==> src/rtl/interrupt_service_unit.sv <==
// rtl/interrupt_service_unit.sv - interrupt entry/return sequencer with PC redirect and flag save/restore
module interrupt_service_unit #(
  parameter int DIR_WIDTH  = 10,
  parameter int FLAG_WIDTH = 2
) (
  input  logic                  clk,
  input  logic                  reset,
  input  logic                  s_interruption,
  input  logic [DIR_WIDTH-1:0]  dir_in,
  input  logic [DIR_WIDTH-1:0]  pc_current,
  input  logic [FLAG_WIDTH-1:0] flags_in,
  input  logic                  reti,
  input  logic                  cpu_stall,
  output logic                  pc_load,
  output logic [DIR_WIDTH-1:0]  pc_load_dir,
  output logic                  flags_restore,
  output logic [FLAG_WIDTH-1:0] flags_out,
  output logic                  s_finished,
  output logic                  in_service,
  output logic                  err_reti,
  output logic [3:0]            dropped_cnt
);

  typedef enum logic [1:0] {
    ST_IDLE    = 2'd0,
    ST_ENTER   = 2'd1,
    ST_SERVICE = 2'd2,
    ST_EXIT    = 2'd3
  } state_t;

  state_t                state_q;
  logic                  s_int_q;
  logic                  seen_low_q;
  logic                  pending_q;
  logic [DIR_WIDTH-1:0]  ret_addr_q;
  logic [DIR_WIDTH-1:0]  pc_load_dir_q;
  logic [FLAG_WIDTH-1:0] saved_flags_q;
  logic                  pc_load_q;
  logic                  flags_restore_q;
  logic                  s_finished_q;
  logic                  in_service_q;
  logic                  err_reti_q;
  logic [3:0]            dropped_q;
  logic [3:0]            dropped_d;

  logic req_event;
  logic drop_now;
  logic take_entry;

  // A request only counts once the line has been seen low since reset, so a
  // level already high when reset releases is not mistaken for a new edge.
  assign req_event  = s_interruption & ~s_int_q & seen_low_q;
  assign drop_now   = req_event & ((state_q == ST_ENTER) | (state_q == ST_SERVICE));
  assign take_entry = (state_q == ST_IDLE) & (req_event | pending_q) & ~cpu_stall;

  // Saturating count of requests that arrive while already servicing
  always_comb begin
    dropped_d = dropped_q;
    if (drop_now && (dropped_q != 4'hF)) begin
      dropped_d = dropped_q + 4'd1;
    end
  end

  // Request line history for rising-edge detection
  always_ff @(posedge clk or negedge reset) begin
    if (!reset) begin
      s_int_q    <= 1'b0;
      seen_low_q <= 1'b0;
    end else begin
      s_int_q <= s_interruption;
      if (!s_interruption) begin
        seen_low_q <= 1'b1;
      end
    end
  end

  // Drop counter and sticky illegal-return flag
  always_ff @(posedge clk or negedge reset) begin
    if (!reset) begin
      dropped_q  <= 4'd0;
      err_reti_q <= 1'b0;
    end else begin
      dropped_q <= dropped_d;
      if (reti && (state_q != ST_SERVICE)) begin
        err_reti_q <= 1'b1;
      end
    end
  end

  // Service sequencer; outputs are registered alongside the state so they
  // line up exactly with the ENTER and EXIT cycles.
  always_ff @(posedge clk or negedge reset) begin
    if (!reset) begin
      state_q         <= ST_IDLE;
      pending_q       <= 1'b0;
      ret_addr_q      <= '0;
      saved_flags_q   <= '0;
      pc_load_q       <= 1'b0;
      pc_load_dir_q   <= '0;
      flags_restore_q <= 1'b0;
      s_finished_q    <= 1'b0;
      in_service_q    <= 1'b0;
    end else begin
      pc_load_q       <= 1'b0;
      pc_load_dir_q   <= '0;
      flags_restore_q <= 1'b0;
      s_finished_q    <= 1'b0;
      case (state_q)
        ST_IDLE: begin
          if (take_entry) begin
            // The vector lives only in pc_load_dir_q: it is needed for the
            // single ENTER cycle and nowhere else.
            state_q       <= ST_ENTER;
            pending_q     <= 1'b0;
            ret_addr_q    <= pc_current;
            saved_flags_q <= flags_in;
            pc_load_q     <= 1'b1;
            pc_load_dir_q <= dir_in;
            in_service_q  <= 1'b1;
          end else if (req_event) begin
            pending_q <= 1'b1;
          end
        end
        ST_ENTER: begin
          state_q <= ST_SERVICE;
        end
        ST_SERVICE: begin
          if (reti) begin
            state_q         <= ST_EXIT;
            pc_load_q       <= 1'b1;
            pc_load_dir_q   <= ret_addr_q;
            flags_restore_q <= 1'b1;
            s_finished_q    <= 1'b1;
            in_service_q    <= 1'b0;
          end
        end
        ST_EXIT: begin
          state_q <= ST_IDLE;
          if (req_event) begin
            pending_q <= 1'b1;
          end
        end
        default: begin
          state_q      <= ST_IDLE;
          in_service_q <= 1'b0;
        end
      endcase
    end
  end

  assign pc_load       = pc_load_q;
  assign pc_load_dir   = pc_load_dir_q;
  assign flags_restore = flags_restore_q;
  assign flags_out     = saved_flags_q;
  assign s_finished    = s_finished_q;
  assign in_service    = in_service_q;
  assign err_reti      = err_reti_q;
  assign dropped_cnt   = dropped_q;

endmodule

==> config.mk <==
export PLATFORM = sky130hd
export DESIGN_NAME = interrupt_service_unit
export DESIGN_NICKNAME = d
export VERILOG_FILES = /design/src/rtl/interrupt_service_unit.sv
export SDC_FILE = /design/constraint.sdc
export NUM_CORES = 1
export LEC_CHECK = 0
export CAP_MARGIN = 20
export CORE_ASPECT_RATIO = 0.75
export CORE_MARGIN = 2
export CORE_UTILIZATION = 45
export DETAILED_ROUTE_END_ITERATION = 8
export GPL_ROUTABILITY_DRIVEN = 0
export GPL_TIMING_DRIVEN = 0
export PLACE_DENSITY = 0.75
export SLEW_MARGIN = 20
export SYNTH_ARGS = -nofsm -noshare
export SYNTH_HDL_FRONTEND = slang
export SYNTH_SLANG_ARGS = --single-unit
==> constraint.sdc <==
create_clock -name clk -period 1.94 [get_ports clk]
set_input_delay 0.194 -clock clk [delete_from_list [all_inputs] [get_ports clk]]
set_output_delay 0.194 -clock clk [all_outputs]
set_load 0.05 [all_outputs]
==> run_results.csv, run 1 <==
group,metric,value,unit
status,status,"finished clean",
finish,fillers,239,
worst_setup_path,slowest_delay,0.41,ns
cts,ctsRootBufferMaster,"clkbuf_8",
sta,period_share,88.7,%
routing,wire_per_inst,14.2,microns
sta,slew_headroom,66.1,%
sta,finalHoldViolations,0,
power_and_ir_drop,p_switching,0.00137,W
cts,cts_buffers,5,
worst_setup_path,r2r_start,"state_q[0]$_DFFE_PN0P_",
synthesis,yosys_warnings,0,
worst_setup_path,cp-end-kind,"flop",
sta,worstMarginPinSlew,0.508,ns
floorplanning,core,3220,sq um
global_route,antenna_found_initial,0,
cts,cts_resized,0,
min_path,hold_class,"input port to asynchronous set/reset pin",
cts,post_cts_buffers,0,
power_and_ir_drop,clock_power_share,18.7,%
sta,finalMaxSlewViolations,0,
routing,vias_per_cell,4.98,
global_route,grt_pass1_wl,4590,microns
sta,setup_tns,0,ns
synthesis,synthCells,101,
routing,drt-initial-drc-count,41,
synthesis,ys_dominant_reg_cell,"dfrtp_1",
worst_setup_path,cp-start-kind,"flop",
worst_setup_path,r2r_end,"ret_addr_q[4]$_DFFE_PN0P_",
routing,wirelength,2820,microns
sta,rsz0062_at_grt,"false",
power_and_ir_drop,seq_power_share,33.8,%
synthesis,syn_area,1490,sq um
power_and_ir_drop,powerDensity,1650,nW/um^2
routing,first_pass_iters,4,
sta,min_period,1.72,ns
floorplanning,die_w,70.4,microns
cts,h-tree-depth,2,
place,dpl.hpwl,2190,microns
floorplanning,die_area,3790,sq um
floorplanning,die_height,53.8,microns
sta,clock_skew,0.00567,ns
routing,route.vias.total,986,
cts,cts.sinks,35,
routing,drc,0,
worst_setup_path,reg2reg_depth,6,
worst_setup_path,required,2.10,ns
cts,cts_tree,"yes",
floorplanning,placementRows,18,
cts,clock_latency,0.28,ns
synthesis,ys_ff_latch,35,
synthesis,avgSynthCellArea,14.7,sq um
place,io_buffer_count,47,
global_route,first_global_vias,1007,
synthesis,async_reset_ff_share,100,%
finish,fin_nets,189,
worst_setup_path,crit_type,"flop to flop",
synthesis,syn_nets,133,
power_and_ir_drop,switching_share,38.6,%
finish,final_util,66.8,%
floorplanning,io_pins,48,
global_route,overflow,0,
power_and_ir_drop,peakVddDrop,0.899,mV
synthesis,synth_seq_area_share,58.9,%
sta,max_freq,581,MHz
cts,path_clk_slew,0.07,ns
finish,regArea,876,sq um
worst_setup_path,cp-startpoint,"state_q[0]$_DFFE_PN0P_",
run,max-cap-violations,0,
worst_setup_path,path_cells,"inv_1 > ha_1 > nand2b_1 > a21oi_4 > buf_8 > mux2_4",
power_and_ir_drop,p_leak,0.960,nW
finish,antenna_cells,0,
worst_setup_path,crit_slowest_cell,"dfrtp_1",
synthesis,synth_edf_count,0,
finish,multi_input_area,559,sq um
cts,clk_path_buf_depth,2,
routing,ant_nets,0,
synthesis,ys_types,31,
floorplanning,initial_core_util,46.2,%
power_and_ir_drop,comb_power_share,47.6,%
global_route,track_usage,16.2,%
worst_setup_path,r2r_setup_slack,0.22,ns
worst_setup_path,critPathArrivalTime,1.88,ns
power_and_ir_drop,internal_power,0.00218,W
global_route,grt_start_max_net_pins,34,
worst_setup_path,cp_max_fo,10,
sta,setup-violations-final,0,
finish,drive_above_1_share,17.7,%
finish,area_delta_synth_final,44.6,%
[routing by layer]
layer	wire length, microns	vias up	track usage, %
met2	1500	30	28.3
met1	1180	479	19.8
met4	31	0	4.81
met5	0	-	0
li1	-	472	-
met3	117	5	4.87
[area by class of cell]
cell class | count | area share [%]
inverter | 5 | 0.873
clock inverter | 2 | 1.63
sequential | 35 | 40.7
timing repair buffer | 49 | 23.0
tap | 40 | 2.33
clock buffer | 6 | 3.84
buffer | 4 | 1.57
multi-input combinational | 57 | 26.0
[sequential cells by signal (all words and copies together), names as in the netlist]
register,count
err_reti,1
pc_load,1
state_q,2
s_finished,1
seen_low_q,1
dropped_cnt,4
in_service,1
ret_addr_q,10
pc_load_dir,10
s_int_q,1
flags_out,2
pending_q,1
[worst max-delay path by stage]
stage | depth (start not counted) | slack (ns) | to
6_report | 6 | 0.22 | ret_addr_q[4]$_DFFE_PN0P_
2_1_floorplan | 4 | 0.37 | dropped_cnt[1]$_DFFE_PN0P_
5_1_grt | 6 | 0.11 | ret_addr_q[6]$_DFFE_PN0P_
3_5_place_dp | 5 | 0.13 | flags_out[1]$_DFFE_PN0P_
4_1_cts | 6 | 0.21 | ret_addr_q[4]$_DFFE_PN0P_
3_3_place_gp | 1 | 0.007 | err_reti$_DFFE_PN0P_
[cells in the final DEF, fill, tap and decap left out, types with 2 or more instances in the layout]
master           instances
inv_1                    5
buf_4                    2
nor2b_1                  2
nand2b_1                 4
ha_1                     5
nor2_1                   2
clkdlybuf4s50_1         46
mux2_4                   9
nand3_1                  2
a22o_1                  10
dfrtp_1                 35
mux2_1                   3
mux2_2                   3
clkbuf_8                 6
[logic make-up (layout without fill, tap and decap cells)]
family,Yosys count,count (layout),share of synthesized area (%)
AOI/OAI and AO/OA,19,19,11.2
xor gates and xnor gates,1,1,0.589
adders and majority gates,5,5,4.21
buffers and inverters,9,66,3.53
DFF,35,35,58.9
muxes,15,15,13.6
and+or+nand+nor,17,17,7.99
[cells in the mapped netlist (2+ instances only)]
cell type,instances,area [sq um]
a22o_1,10,87.6
nand3_1,2,10.0
nor2b_1,2,12.5
nor2_1,2,7.51
buf_4,2,15.0
mux2_4,9,135
inv_1,5,18.8
mux2_2,3,33.8
ha_1,5,62.6
dfrtp_1,35,876
nand2b_1,4,25.0
mux2_1,3,33.8
[what timing repair did]
action                                  4_1_cts  5_1_grt
endpoints found under the setup margin        0        0
hold buffers                                  1        0
endpoints found under the hold margin        35        0
[critical path: cells and delay by family (launching register included)]
family	cells	cell delay (ns)
fa+ha+maj	1	0.20
flops	1	0.41
mux	1	0.31
compound gates	1	0.23
buf+inv	2	0.32
simple gates	1	0.13
[metrics by stage]
stage | hold slack [ns] | instance area, sq um | setup WS, ns | std cells | power [W]
after floorplan | -0.102 | 1490 | 0.366 | 101 | 0.00237
after global placement | 0.462 | 2010 | 0.00656 | 188 | 0.00284
after detailed placement | 0.00346 | 2020 | 0.129 | 189 | 0.00292
after CTS | 0.237 | 2150 | 0.207 | 198 | 0.00358
after global routing | 0.238 | 2150 | 0.113 | 198 | 0.00375
final | 0.245 | 2150 | 0.219 | 198 | 0.00355
[power groups by stage]
stage          Clock [W]  Sequential, W  Combinational, W
2_1_floorplan          0        0.00170          0.000671
3_3_place_gp           0        0.00119           0.00165
3_5_place_dp           0        0.00121           0.00171
4_1_cts         0.000673        0.00120           0.00171
5_1_grt         0.000719        0.00124           0.00179
6_report        0.000662        0.00120           0.00169
Power figures use the tool's default switching activity.
==> inputs of run 2 (changes only) <==
clock period = 1.8 ns   (was 1.94 ns; I/O delays follow)
==> run_results.csv, run 2 (synthesis results as in run 1) <==
group,metric,value,unit
status,status,"finished clean",
sta,period_share,93.9,%
worst_setup_path,crit_type,"flop to flop",
routing,wire_per_inst,14.2,microns
worst_setup_path,cp-start-kind,"flop",
cts,clk_path_buf_depth,2,
sta,max_freq,591,MHz
finish,drive_above_1_share,19.4,%
worst_setup_path,required,1.95,ns
finish,area_delta_synth_final,45.7,%
finish,layout_common_cells,"clkdlybuf4s50_1, dfrtp_1, a22o_1",
floorplanning,die_height,53.8,microns
floorplanning,die_w,70.4,microns
sta,finalHoldViolations,0,
cts,h-tree-depth,2,
floorplanning,initial_core_util,46.2,%
sta,rsz0062_at_grt,"false",
sta,finalMaxSlewViolations,0,
cts,path_clk_slew,0.07,ns
sta,setup-violations-final,0,
place,placedCellCount,189,
place,dpl.hpwl,2190,microns
sta,hold_slack,0.230,ns
floorplanning,placementRows,18,
routing,wirelength,2840,microns
routing,drc,0,
routing,ant_nets,0,
routing,vias_per_cell,4.98,
power_and_ir_drop,peakVddDrop,0.970,mV
run,max-cap-violations,0,
cts,cts_buffers,5,
worst_setup_path,r2r_setup_slack,0.11,ns
finish,final_common_cell,"clkdlybuf4s50_1",
finish,antenna_cells,0,
floorplanning,die_area,3790,sq um
sta,slew_headroom,66.1,%
worst_setup_path,cp-end-kind,"flop",
global_route,overflow,0,
floorplanning,io_pins,48,
global_route,antenna_found_initial,0,
floorplanning,core,3220,sq um
place,dp_slack,0.00284,ns
routing,drt-initial-drc-count,45,
global_route,track_usage,16.2,%
finish,fillers,241,
sta,finalWorstSetupSlack,0.109,ns
place,io_buffer_count,47,
worst_setup_path,r2r_end,"dropped_cnt[3]$_DFFE_PN0P_",
routing,route.vias.total,996,
global_route,grt_start_max_net_pins,34,
power_and_ir_drop,powerDensity,1770,nW/um^2
finish,fin_cells,200,
worst_setup_path,cp_max_fo,4,
global_route,first_global_vias,1007,
sta,worstMarginPinSlew,0.508,ns
cts,cts_tree,"yes",
cts,clock_latency,0.28,ns
worst_setup_path,critPathArrivalTime,1.85,ns
finish,fin_nets,191,
sta,clock_skew,0.00534,ns
worst_setup_path,reg2reg_depth,5,
worst_setup_path,r2r_start,"state_q[0]$_DFFE_PN0P_",
min_path,hold_class,"input port to asynchronous set/reset pin",
cts,ctsRootBufferMaster,"clkbuf_8",
sta,min_period,1.69,ns
cts,cts.sinks,35,
global_route,grt_pass1_wl,4590,microns
worst_setup_path,cp-startpoint,"state_q[0]$_DFFE_PN0P_",
power_and_ir_drop,p_leak,0.970,nW
routing,first_pass_iters,4,
## run 2: cell count changes in the layout (fill, tap and decap cells not counted), sizes merged
cell	delta
buf	+2
## run 2: area by class of cell
class	instances	area (sq um)	area share, %
inverter	5	18.8	0.866
multi-input combinational	57	561	25.9
tap	40	50.0	2.31
timing repair buffer	51	510	23.6
buffer	4	33.8	1.56
clock buffer	6	82.6	3.81
sequential	35	876	40.4
clock inverter	2	35.0	1.62
## run 2: critical path: stages, from the launching register on
cell     delay [ns]
dfrtp_1        0.39
inv_1          0.09
ha_1           0.34
and4b_2        0.29
nand4_1        0.12
mux2_1         0.33
## run 2: how the worst max path moves through the flow
stage	depth (start not counted)	end
final	5	dropped_cnt[3]$_DFFE_PN0P_
after global routing	5	pc_load_dir[3]$_DFF_PN0_
after CTS	6	ret_addr_q[4]$_DFFE_PN0P_
after detailed placement	5	flags_out[1]$_DFFE_PN0P_
after global placement	1	err_reti$_DFFE_PN0P_
after floorplan	4	dropped_cnt[1]$_DFFE_PN0P_
## run 2: where the power goes
| group | total, W | switching [W] | internal [W] |
|---|---|---|---|
| Sequential | 0.00129 | 0.000193 | 0.00110 |
| Clock | 0.000715 | 0.000267 | 0.000448 |
| Combinational | 0.00183 | 0.00102 | 0.000812 |
| Total | 0.00384 | 0.00148 | 0.00236 |
## run 2: per-layer routing
metal	up-vias	routed length, microns	global-route usage [%]
met5	-	0	0
met4	0	31	4.81
met3	5	116	4.87
met2	30	1500	28.3
met1	483	1190	19.8
li1	478	-	-
## run 2: through the flow
step	utilization, %	setup TNS, ns	area, sq um	power (W)
after floorplan	-	0	1490	0.00255
after global placement	62.4	-4.14	2010	0.00306
after detailed placement	62.8	0	2020	0.00315
after CTS	66.8	0	2150	0.00386
after global routing	67.3	0	2170	0.00406
final	67.3	0	2170	0.00384
## run 2: timing repair
item | 4_1_cts | 5_1_grt
endpoints found under the setup margin | 0 | 11
hold buffers | 1 | 0
buffers inserted | 0 | 2
endpoints found under the hold margin | 35 | 0
gates resized for setup | 0 | 1
